===== src/rtl/sound_pkg.sv =====
// Shared sound codes and scheduler state encoding for the buzzer sound path.
package sound_pkg;

    localparam logic [2:0] SND_NONE     = 3'd0;
    localparam logic [2:0] SND_SELECT   = 3'd1;
    localparam logic [2:0] SND_DESELECT = 3'd2;
    localparam logic [2:0] SND_MOVE     = 3'd3;
    localparam logic [2:0] SND_CAPTURE  = 3'd4;
    localparam logic [2:0] SND_ILLEGAL  = 3'd5;
    localparam logic [2:0] SND_PROMOTE  = 3'd6;
    localparam logic [2:0] SND_GAMEOVER = 3'd7;

    typedef enum logic [1:0] {
        IDLE = 2'd0,
        PLAY = 2'd1,
        GAP  = 2'd2
    } snd_state_t;

endpackage


===== src/rtl/sound_event_scheduler_if.sv =====
// Event-in / sound-out bundle between the game logic, the scheduler and the melody player.
interface sound_event_scheduler_if;

    logic [6:0] ev_req;
    logic [2:0] sound_code;
    logic       play_sound;
    logic       sound_start;
    logic       busy;
    logic [6:0] pending;

    modport master (
        input  ev_req,
        output sound_code, play_sound, sound_start, busy, pending
    );

    modport slave (
        output ev_req,
        input  sound_code, play_sound, sound_start, busy, pending
    );

endinterface


===== src/rtl/snd_prio_pick.sv =====
// Combinational priority pick: highest set request bit wins; returns its code and a one-hot clear mask.
module snd_prio_pick
    import sound_pkg::*;
(
    input  logic [6:0] req,
    output logic [2:0] code,
    output logic [6:0] clr
);

    genvar gi;
    generate
        for (gi = 0; gi < 7; gi++) begin : g_onehot
            if (gi == 6) begin : g_top
                assign clr[gi] = req[gi];
            end else begin : g_lower
                assign clr[gi] = req[gi] & ~(|req[6:gi+1]);
            end
        end
    endgenerate

    always_comb begin
        code = SND_NONE;
        for (int i = 0; i < 7; i++) begin
            if (clr[i]) begin
                code = code | 3'(i + 1);
            end
        end
    end

endmodule


===== src/rtl/sound_event_scheduler.sv =====
// Collects game-event strobes into a sticky mask and plays them one at a time,
// highest code first, each followed by a silent gap; game over preempts anything else.
module sound_event_scheduler
    import sound_pkg::*;
#(
    parameter int unsigned PLAY_CYCLES = 300_000_000,
    parameter int unsigned GAP_CYCLES  = 10_000_000,
    parameter int          CNT_W       = 29
) (
    input  logic                      clk,
    input  logic                      rst,
    sound_event_scheduler_if.master   bus
);

    localparam logic [CNT_W-1:0] PLAY_LOAD = CNT_W'(PLAY_CYCLES - 1);
    localparam logic [CNT_W-1:0] GAP_LOAD  = CNT_W'(GAP_CYCLES - 1);

    snd_state_t       state_reg;
    logic [CNT_W-1:0] cnt_reg;
    logic [6:0]       pending_reg;
    logic [6:0]       pending_next;
    logic [2:0]       code_reg;
    logic             play_reg;
    logic             start_reg;
    logic             busy_reg;

    logic [2:0]       win_code;
    logic [6:0]       win_clr;
    logic             load_sound;
    logic             preempt;

    snd_prio_pick u_pick (
        .req  (pending_reg),
        .code (win_code),
        .clr  (win_clr)
    );

    // A new sound is launched from IDLE, or straight out of the last GAP cycle.
    always_comb begin
        load_sound   = (pending_reg != 7'd0) &&
                       ((state_reg == IDLE) || ((state_reg == GAP) && (cnt_reg == '0)));
        preempt      = pending_reg[6] && (code_reg != SND_GAMEOVER);
        pending_next = (pending_reg & ~(load_sound ? win_clr : 7'd0)) | bus.ev_req;
    end

    always_ff @(posedge clk) begin
        if (rst) begin
            state_reg   <= IDLE;
            cnt_reg     <= '0;
            pending_reg <= 7'd0;
            code_reg    <= SND_NONE;
            play_reg    <= 1'b0;
            start_reg   <= 1'b0;
            busy_reg    <= 1'b0;
        end else begin
            pending_reg <= pending_next;
            start_reg   <= 1'b0;
            if (load_sound) begin
                state_reg <= PLAY;
                code_reg  <= win_code;
                cnt_reg   <= PLAY_LOAD;
                start_reg <= 1'b1;
                play_reg  <= 1'b1;
                busy_reg  <= 1'b1;
            end else begin
                case (state_reg)
                    PLAY: begin
                        // The interrupted sound is simply dropped; its bit was cleared at launch.
                        if (preempt || (cnt_reg == '0)) begin
                            state_reg <= GAP;
                            cnt_reg   <= GAP_LOAD;
                            code_reg  <= SND_NONE;
                            play_reg  <= 1'b0;
                        end else begin
                            cnt_reg <= cnt_reg - CNT_W'(1);
                        end
                    end
                    GAP: begin
                        if (cnt_reg == '0) begin
                            state_reg <= IDLE;
                            busy_reg  <= 1'b0;
                        end else begin
                            cnt_reg <= cnt_reg - CNT_W'(1);
                        end
                    end
                    IDLE: begin
                        busy_reg <= 1'b0;
                    end
                    default: begin
                        state_reg <= IDLE;
                    end
                endcase
            end
        end
    end

    assign bus.sound_code  = code_reg;
    assign bus.play_sound  = play_reg;
    assign bus.sound_start = start_reg;
    assign bus.busy        = busy_reg;
    assign bus.pending     = pending_reg;

endmodule


===== src/flat_wrapper.sv =====
// flat-port wrapper written by rule: the top's interface ports become plain ports
module sound_event_scheduler_flat import sound_pkg::*;
#(
    parameter int unsigned PLAY_CYCLES = 300_000_000,
    parameter int unsigned GAP_CYCLES  = 10_000_000,
    parameter int          CNT_W       = 29
)
  (clk, rst, bus_ev_req, bus_sound_code, bus_play_sound, bus_sound_start, bus_busy, bus_pending);
  sound_event_scheduler_if bus_i ();
  input  logic clk;
  input  logic rst;
  input wire logic [$bits(bus_i.ev_req)-1:0] bus_ev_req;
  output wire logic [$bits(bus_i.sound_code)-1:0] bus_sound_code;
  output wire logic [$bits(bus_i.play_sound)-1:0] bus_play_sound;
  output wire logic [$bits(bus_i.sound_start)-1:0] bus_sound_start;
  output wire logic [$bits(bus_i.busy)-1:0] bus_busy;
  output wire logic [$bits(bus_i.pending)-1:0] bus_pending;
  assign bus_i.ev_req = bus_ev_req;
  assign bus_sound_code = bus_i.sound_code;
  assign bus_play_sound = bus_i.play_sound;
  assign bus_sound_start = bus_i.sound_start;
  assign bus_busy = bus_i.busy;
  assign bus_pending = bus_i.pending;
  sound_event_scheduler #(.PLAY_CYCLES(PLAY_CYCLES), .GAP_CYCLES(GAP_CYCLES), .CNT_W(CNT_W)) u_core (.clk(clk), .rst(rst), .bus(bus_i));
endmodule

===== config.mk =====
export PLATFORM = sky130hd
export DESIGN_NAME = sound_event_scheduler_flat
export DESIGN_NICKNAME = d
export VERILOG_FILES = /design/src/rtl/sound_pkg.sv /design/src/rtl/sound_event_scheduler_if.sv /design/src/rtl/snd_prio_pick.sv /design/src/rtl/sound_event_scheduler.sv /design/src/flat_wrapper.sv
export SDC_FILE = /design/constraint.sdc
export NUM_CORES = 1
export LEC_CHECK = 0
export ABC_AREA = 1
export CORE_MARGIN = 10
export CORE_UTILIZATION = 53
export DETAILED_ROUTE_END_ITERATION = 10
export GPL_ROUTABILITY_DRIVEN = 1
export GPL_TIMING_DRIVEN = 0
export HOLD_SLACK_MARGIN = 0.08
export PLACE_DENSITY_LB_ADDON = 0.08
export SKIP_LAST_GASP = 1
export SLEW_MARGIN = 20
export SYNTH_ARGS = -nofsm -noshare
export SYNTH_HDL_FRONTEND = slang
export SYNTH_SLANG_ARGS = --single-unit

===== constraint.sdc =====
create_clock -name clk -period 1.8 [get_ports clk]
set_clock_uncertainty 0.15 [all_clocks]
set_input_delay 0.36 -clock clk [delete_from_list [all_inputs] [get_ports clk]]
set_output_delay 0.36 -clock clk [all_outputs]
set_load 0.01 [all_outputs]

* Yosys cells after proc, flatten, opt, wreduce, memory -nomap -nowiden
Cells that the tools add are included.
Operators by class: add/subtract/negate cells 1, $mul 0, div/mod/pow operators 0, magnitude comparators 0, equal/unequal tests 10, shifts and indexed selects 0, muxes and demuxes 26, bitwise logic cells 16, reduce and logical (&&, ||, !) cells 25
Operators by type and width (number):
- 29-bit two-way mux | 3
- 29-bit one-hot mux with 2 select lines | 1
- 29-bit logical NOT | 1
- 29-bit by 1-bit subtractor with 29-bit output (second input constant) | 1
- 3-bit two-way mux | 7
- 1-bit two-way mux | 8
- 2-bit two-way mux | 4
- 2-bit AND reduction | 4
- 7-bit bitwise AND | 1
- 7-bit two-way mux | 1
- 1-bit NOT | 7
- 7-bit NOT | 1
- 7-bit bitwise OR | 1
- 7-bit nonzero test | 1
- 1-bit bitwise AND | 6
- 3-bit by 2-bit != test with 1-bit output (second input constant) | 2
- 2-bit one-hot mux with 3 select lines | 1
- 3-bit AND reduction | 2
- 2-bit nonzero test | 3
- 3-bit nonzero test | 2
- 6-bit OR reduction | 1
- 5-bit OR reduction | 1
- 2-bit by 1-bit != test with 1-bit output (second input constant) | 2
- 2-bit != test (second input constant) | 2
- 11 further kinds | 15
Storage, ports and cells: flip-flop bits (word level) 44, bits in latches 0, bits in writable memories 0, memory bits (read-only) 0, input bits 9, output and inout port bits 13, word-level logic and storage cells 87, memories kept 0

* Logic depth before layout (Yosys ltp)
Gate-level depths: netlist of run 1.
word-level depth 11, depth in mapped cells 14, gate-level depth less buffers 14

* By module
From an unflattened synthesis of run 1, not the netlist that was laid out.
Unflattened totals: cells, all modules 383, area total of the unflattened synthesis 2511.2 µm²
Modules (own cells, without submodules):
- sound_event_scheduler | instances 1, cells each 355, area an instance 2371.0 µm²
- snd_prio_pick | instances 1, cells each 28, area an instance 140.1 µm²

* Worst setup path after synthesis of run 1
OpenSTA, ideal clock, no wires.
kind register to register, start register u_core.cnt_reg[0], end register u_core.cnt_reg[3], library setup time 0.132 ns, arrival 1.580 ns, data required time 1.518 ns, setup slack -0.062 ns, cell stages (with the launch flop) 14, buffers on the path 2, period minus slack after synthesis 1.862 ns, cell sequence dfxtp_1 inv_1 ha_1 nand2_1 nor2_1 nand2_1 nor2_2 nand3_4 nand2_4 nand2_2 buf_6 buf_6 nand3_1 a21oi_1
Between the ends: cells in the longest elaborated chain, start to end 6, elaborated cells on any way between the ends 13
Ends and longest elaborated chain:
- start, declared | line sound_event_scheduler.sv:19 | logic [CNT_W-1:0] cnt_reg;
- start signal, assigned | line sound_event_scheduler.sv:75 | cnt_reg <= cnt_reg - CNT_W'(1);
- start signal, assigned | line sound_event_scheduler.sv:83 | cnt_reg <= cnt_reg - CNT_W'(1);
- branches (longest 6 deep; another with 29-bit by 1-bit subtractor with 29-bit output)
Several ways; the timed one is not identified. The select of a mux whose other input is x is not followed. A chain may end at the register's enable or synchronous reset.

* Worst setup path in the final report of run 1
start register u_core.cnt_reg[14], end register u_core.cnt_reg[9]
Between the ends: cells in the longest elaborated chain, start to end 6, elaborated cells on any way between the ends 11
Ends and longest elaborated chain:
- 29-bit logical NOT (*) | line sound_event_scheduler.sv:41, sound_event_scheduler.sv:69, sound_event_scheduler.sv:79
- 1-bit logical AND | line sound_event_scheduler.sv:41 | ((state_reg == IDLE) || ((state_reg == GAP) && (cnt_reg == '0)));
- 1-bit logical OR | line sound_event_scheduler.sv:41
- 1-bit logical AND | line sound_event_scheduler.sv:40 | load_sound = (pending_reg != 7'd0) &&
- 3-bit by 2-bit != test with 1-bit output (no source line) or 3-bit nonzero test (tied branches)
- 2-bit AND reduction (no source line)
Every way passes the cells marked *; elsewhere a longest branch is shown, timed or not.

==> flow_metrics.env, run 1 <==
export IMPL_outcome="finished, violations left"
export IMPL_violations="setup timing"
export IMPL_maxCapViolCount=0
export IMPL_hold_buffers=0
export IMPL_dieHeight_um=92.4
export IMPL_fin_crit_ns=2.11
export IMPL_grt_pass1_vias=2887
export IMPL_vdd_drop_max_v=0.00119
export IMPL_ant_nets=0
export IMPL_cp_required_ns=1.87
export IMPL_drt_vias_per_instance=5.36
export IMPL_grt_util_met2_pct=32.7
export IMPL_diodes=0
export IMPL_area_growth_pct=39.9
export IMPL_syn_mean_instance_area_um2=6.32
export IMPL_met3_usage_pct=3.63
export IMPL_finalSetupViolCount=44
export IMPL_clockBufferDepth=2
export IMPL_cellPowerDensity_nw_per_um2=1750
export IMPL_clock_sinks=44
export IMPL_rows=26
export IMPL_final_cell_mix="nand2_1, nor2_1, inv_1"
export IMPL_hpwl_mm=5.78
export IMPL_maxSlewHeadroom_pct=65.2
export IMPL_die_area_um2=8530
export IMPL_start_util_pct=54.3
export IMPL_fin_crit_sh_pct=117
export IMPL_largest_reg_flops=29
export IMPL_grt_pass1_wl_mm=13.7
export IMPL_nets=507
export IMPL_core_area_um2=5110
export IMPL_final_setup_tns_ns=-8.33
export IMPL_drive_gt1_share_pct=27.3
export IMPL_numCtsBuffers=5
export IMPL_grt_busiest_layer="met2"
export IMPL_tightest_slew_ns=0.522
export IMPL_syn_instance_count=439
export IMPL_grt_max_degree=15
export IMPL_grt_use_met1_pct=24.1
export IMPL_fillers=424
export IMPL_worstSkewPairLatency_ns=0.30
export IMPL_die_w_um=92.4
export IMPL_cp_arrival_ns=2.18
export IMPL_hold_viol=0
export IMPL_final_common_cell="nand2_1"
export IMPL_synthDistinctLibCells=30
export IMPL_ys_seq_area_share_pct=31.7
export IMPL_gp_congestion=0.933
export IMPL_crit_type="register to register"
export IMPL_place_ws_ns=-0.508
export IMPL_finalWorstSetupSlack_ns=-0.315
export IMPL_ys_seq_elements=44
export IMPL_ys_warnings_count=0
export IMPL_detail_route_wl_per_cell_um=15.4
export IMPL_crit_fanout=8
export IMPL_num_vias=3021
export IMPL_cp_start_kind="register"
export IMPL_hp_class="register to register"
export IMPL_power_leakage_nw=1.75
export IMPL_pin_count=22
export IMPL_antenna_found_initial=0
export IMPL_drt_wl_total_mm=8.71
export IMPL_cts_root_buf="clkbuf_8"
export IMPL_syn_nets=453
export IMPL_cts_tree="yes"
export IMPL_fin_util_pct=76.0
export IMPL_overflow=0
export IMPL_fmax_mhz=473
export IMPL_cts_max_level=2
export IMPL_path_clk_slew_ns=0.09
export IMPL_drc=0
export IMPL_final_max_slew_viol_count=0
export IMPL_rsz0062_at_grt="true"
export IMPL_syn_area_um2=2780
export IMPL_port_buffers=21
export IMPL_dr_pass1_iters=5
export IMPL_track_usage_pct=19.4
export IMPL_drt_initial_drc_count=178
export IMPL_worstSetupEndpointType="register"
==> synth_stat cells <==
| master | instances | share of area (%) |
|---|---|---|
| dfxtp_1 | 44 | 32 |
| nand3_4 | 1 | 0.63 |
| o21bai_1 | 1 | 0.27 |
| nand4_1 | 7 | 1.6 |
| o21ai_1 | 3 | 0.54 |
| o211ai_1 | 3 | 0.81 |
| nor2_4 | 2 | 0.81 |
| nand2_4 | 4 | 1.6 |
| inv_2 | 7 | 0.95 |
| inv_1 | 60 | 8.1 |
| nand3_1 | 35 | 6.3 |
| nor2_1 | 74 | 10 |
| nor3_1 | 6 | 1.1 |
| nand2_1 | 99 | 13 |
| xor2_1 | 16 | 5.0 |
| clkbuf_1 | 2 | 0.27 |
| nand2_2 | 3 | 0.68 |
| xnor2_1 | 1 | 0.32 |
| a31oi_1 | 1 | 0.23 |
| o21ai_0 | 17 | 3.1 |
| o31ai_1 | 1 | 0.27 |
| nor2_2 | 6 | 1.4 |
| o21ai_2 | 3 | 0.95 |
| clkinv_1 | 1 | 0.14 |
| a21oi_1 | 29 | 5.2 |
| nand3b_1 | 1 | 0.27 |
| ha_1 | 5 | 2.3 |
| buf_2 | 3 | 0.54 |
| o2111ai_1 | 1 | 0.32 |
| buf_6 | 3 | 1.2 |
==> power by group <==
group / total, mW / internal [mW] / switching [mW]
Combinational: 4.60 / 1.92 / 2.69
Clock: 0.636 / 0.271 / 0.364
Sequential: 1.57 / 1.27 / 0.300
Total: 6.81 / 3.45 / 3.35
==> kinds of logic after synthesis <==
| group | count (synthesis) | share of synthesized area (%) |
|---|---|---|
| AOI/OAI and AO/OA | 59 | 11.7 |
| adders and majority gates | 5 | 2.25 |
| DFF | 44 | 31.7 |
| and+or+nand+nor | 238 | 37.7 |
| xor gates and xnor gates | 17 | 5.37 |
| buffers and inverters | 76 | 11.2 |
==> metrics by stage <==
step / hold WS, ns / total power [mW] / std cells / cell area (µm²)
final: 0.330 / 6.81 / 564 / 3880
after floorplan: 0.279 / 3.71 / 439 / 2790
after detailed placement: 0.323 / 4.49 / 530 / 3090
after CTS: 0.335 / 6.26 / 558 / 3670
after global routing: 0.372 / 7.29 / 564 / 3880
after global placement: 0.321 / 4.45 / 530 / 3090
==> layer usage <==
metal / wire (µm) / vias up
met4: 183 / 0
met5: 0 / -
met2: 4320 / 106
met3: 469 / 23
li1: - / 1492
met1: 3730 / 1400
==> critical path, cell delays in order, from the launching register on <==
cell,delay [ns]
dfxtp_1,0.38
nor2_1,0.17
nand2_1,0.12
nor2_4,0.14
nand2_2,0.08
inv_2,0.09
nand3_4,0.12
buf_12,0.16
nand2_8,0.09
buf_4,0.18
nand3_1,0.12
a21oi_1,0.22
==> path summary, 6_finish.rpt <==
kind	cells past startpoint	endpoint	startpoint	slack (ns)
hold reg to reg	2	u_core.bus.pending[1]$_SDFF_PP0_	u_core.bus.pending[1]$_SDFF_PP0_	0.33
setup reg to reg	11	u_core.cnt_reg[9]$_SDFFE_PP0P_	u_core.cnt_reg[14]$_SDFFE_PP0P_	-0.31
setup / recovery	11	u_core.cnt_reg[9]$_SDFFE_PP0P_	u_core.cnt_reg[14]$_SDFFE_PP0P_	-0.31
hold / removal	2	u_core.bus.pending[1]$_SDFF_PP0_	u_core.bus.pending[1]$_SDFF_PP0_	0.33
==> area by class of cell <==
class,count,area (µm²),share of cell area (%)
sequential,44,890,22.9
tap,70,87.6,2.26
clock inverter,3,18.8,0.483
buffer,8,87.6,2.26
clock buffer,5,68.8,1.77
timing repair buffer,47,519,13.4
inverter,68,280,7.22
multi-input combinational,319,1930,49.7
==> repair_timing <==
action                     4_1_cts  5_1_grt
setup endpoints to repair       44       49
gates resized for setup         84       48
setup buffers                   17        7
cloned                           3        1
pin swaps                       22       22
hold endpoints to repair         0        0
Power figures use the tool's default switching activity.
==> inputs of run 2 (changes only) <==
- GPL_TIMING_DRIVEN: 0 -> 1
- SLEW_MARGIN: 20 -> 25
==> run 2 against run 1 <==
Compared with the run above:
- the run still ends with setup timing left
- maximum frequency rose by 2.0%
- critical path depth did not move
- sequential share of layout area fell by 3.3 points
- critical path type unchanged
- largest cell class unchanged
==> flow_metrics.env, run 2 (synthesis gave the netlist of run 1 again) <==
export IMPL_diodes=0
export IMPL_cp_start_kind="register"
export IMPL_nets=586
export IMPL_worstSetupPathDepth=11
export IMPL_worstSetupEndpointType="register"
export IMPL_dp_cells=614
export IMPL_gp_congestion=0.916
export IMPL_cts_tree="yes"
export IMPL_worst_hold_path_endpoint="u_core.bus.play_sound$_SDFFE_PP0P_"
export IMPL_worstSkewPairLatency_ns=0.31
export IMPL_grt_use_met1_pct=27.2
export IMPL_r2r_end="u_core.cnt_reg[22]$_SDFFE_PP0P_"
export IMPL_ant_nets=0
export IMPL_timing_reg2reg_setup_slack_ns=-0.27
export IMPL_clockBufferDepth=2
export IMPL_violations="setup timing"
export IMPL_fillers=243
export IMPL_vdd_drop_max_v=0.00129
export IMPL_grt_max_degree=23
export IMPL_clock_sinks=44
export IMPL_hold_viol=0
export IMPL_dieHeight_um=92.4
export IMPL_drt_wl_total_mm=11.8
export IMPL_outcome="finished, violations left"
export IMPL_die_w_um=92.4
export IMPL_final_cell_mix="buf_4, nand2_1, inv_1"
export IMPL_fin_crit_ns=2.07
export IMPL_start_util_pct=54.3
export IMPL_maxCapViolCount=0
export IMPL_fin_crit_sh_pct=115
export IMPL_grt_util_met2_pct=37.5
export IMPL_hp_class="register to register"
export IMPL_cts_root_buf="clkbuf_8"
export IMPL_crit_slowest_cell="dfxtp_2"
export IMPL_antenna_found_initial=0
export IMPL_final_common_cell="buf_4"
export IMPL_cp_arrival_ns=2.17
export IMPL_crit_type="register to register"
export IMPL_finalWorstSetupSlack_ns=-0.274
export IMPL_drt_vias_per_instance=5.75
export IMPL_largest_reg_flops=29
export IMPL_die_area_um2=8530
export IMPL_rows=26
export IMPL_track_usage_pct=21.7
export IMPL_grt_pass1_wl_mm=15.1
export IMPL_drt_initial_drc_count=408
export IMPL_hpwl_mm=6.59
export IMPL_tightest_slew_ns=0.411
export IMPL_area_growth_pct=62.6
export IMPL_final_max_slew_viol_count=0
export IMPL_cts_max_level=2
export IMPL_worst_path_most_repeated_cell="buf_4"
export IMPL_met3_usage_pct=2.82
export IMPL_core_area_um2=5110
export IMPL_hold_path_depth=2
export IMPL_min_delay_start="u_core.bus.play_sound$_SDFFE_PP0P_"
export IMPL_power_leakage_nw=2.13
export IMPL_hold_buffers=0
export IMPL_final_cells=643
export IMPL_finalSetupViolCount=45
export IMPL_detail_route_wl_per_cell_um=18.4
export IMPL_numCtsBuffers=5
export IMPL_cp_num_buf_inv=4
export IMPL_maxSlewHeadroom_pct=72.3
export IMPL_overflow=0
export IMPL_cp_required_ns=1.90
export IMPL_drc=0
export IMPL_dr_pass1_iters=6
export IMPL_crit_fanout=5
export IMPL_cellPowerDensity_nw_per_um2=1760
export IMPL_cp_cell_sequence="inv_2 > buf_4 > ha_2 > nand2_4 > buf_4 > nor2_2 > buf_4 > nand3_1 > xor2_1 > nand3_1 > a31oi_4"
export IMPL_grt_busiest_layer="met2"
export IMPL_drive_gt1_share_pct=40.3
export IMPL_reg2reg_depth=11
export IMPL_r2r_start="u_core.cnt_reg[1]$_SDFFE_PP0P_"
export IMPL_fin_util_pct=88.3
export IMPL_slowest_delay_ns=0.33
export IMPL_fmax_mhz=482
export IMPL_num_vias=3698
export IMPL_rsz0062_at_grt="true"
export IMPL_path_clk_slew_ns=0.10
export IMPL_pin_count=22
export IMPL_crit_family="buffers and inverters"
export IMPL_port_buffers=21
export IMPL_cp_startpoint="u_core.cnt_reg[1]$_SDFFE_PP0P_"
export IMPL_grt_pass1_vias=3128
## run 2: cell count changes in the layout (fill, tap and decap cells not counted), sizes merged
cell          before  now
inv               67   68
clkbuf             8   10
dlymetal6s2s       3    2
clkinv             4    1
dlygate4sd2        0    1
buf               31  110
## run 2: worst max path at each step
stage / end / slack (ns)
after global routing: u_core.cnt_reg[2]$_SDFFE_PP0P_ / -0.36
after floorplan: u_core.cnt_reg[3]$_SDFFE_PP0P_ / -0.02
after detailed placement: u_core.cnt_reg[2]$_SDFFE_PP0P_ / -0.23
after CTS: u_core.bus.sound_code[0]$_SDFFE_PP0P_ / -0.13
final: u_core.cnt_reg[22]$_SDFFE_PP0P_ / -0.27
after global placement: u_core.cnt_reg[28]$_SDFFE_PP0P_ / -0.13
## run 2: stage by stage
| stage | power, mW | hold slack, ns | setup TNS, ns | instance area (µm²) | worst slack (ns) |
|---|---|---|---|---|---|
| after floorplan | 3.71 | 0.279 | -0.121 | 2790 | -0.0166 |
| after detailed placement | 5.42 | 0.317 | -6.35 | 3750 | -0.228 |
| final | 7.93 | 0.340 | -6.99 | 4510 | -0.274 |
| after CTS | 6.59 | 0.328 | -3.36 | 4090 | -0.131 |
| after global routing | 8.33 | 0.362 | -10.75 | 4510 | -0.360 |
| after global placement | 5.34 | 0.313 | -3.45 | 3750 | -0.132 |
## run 2: layer usage
metal  wire length, µm  share of wire (%)
met1              4370                 37
met2              5700                 48
met3              1070                9.0
met4               693                5.9
met5                 0                  0
## run 2: final cells by class
type / count / area (µm²) / area share, %
multi-input cells: 319 / 1960 / 43.3
repair buffers: 133 / 1200 / 26.7
flip-flops and latches: 44 / 886 / 19.6
inverters: 68 / 277 / 6.13
clock buffers: 8 / 90.1 / 2.00
well taps: 70 / 87.6 / 1.94
repair inverters: 1 / 11.3 / 0.250
## run 2: power breakdown
group,switching (mW),internal [mW]
Sequential,0.247,1.26
Combinational,3.27,2.48
Clock,0.359,0.314
Total,3.88,4.05
## run 2: what timing repair did
action                                 4_1_cts  5_1_grt
endpoints found under the hold margin        0        0
buffers inserted                             8       14
setup endpoints to repair                   45       46
cloned                                       2        2
pin swaps                                   12       44
resized for setup                           48       88
## run 2: tightest hold or removal path, cell delays in order (launching register included)
cell and delay, ns:
dfxtp_1 0.32, nand2_1 0.07, a21oi_2 0.05
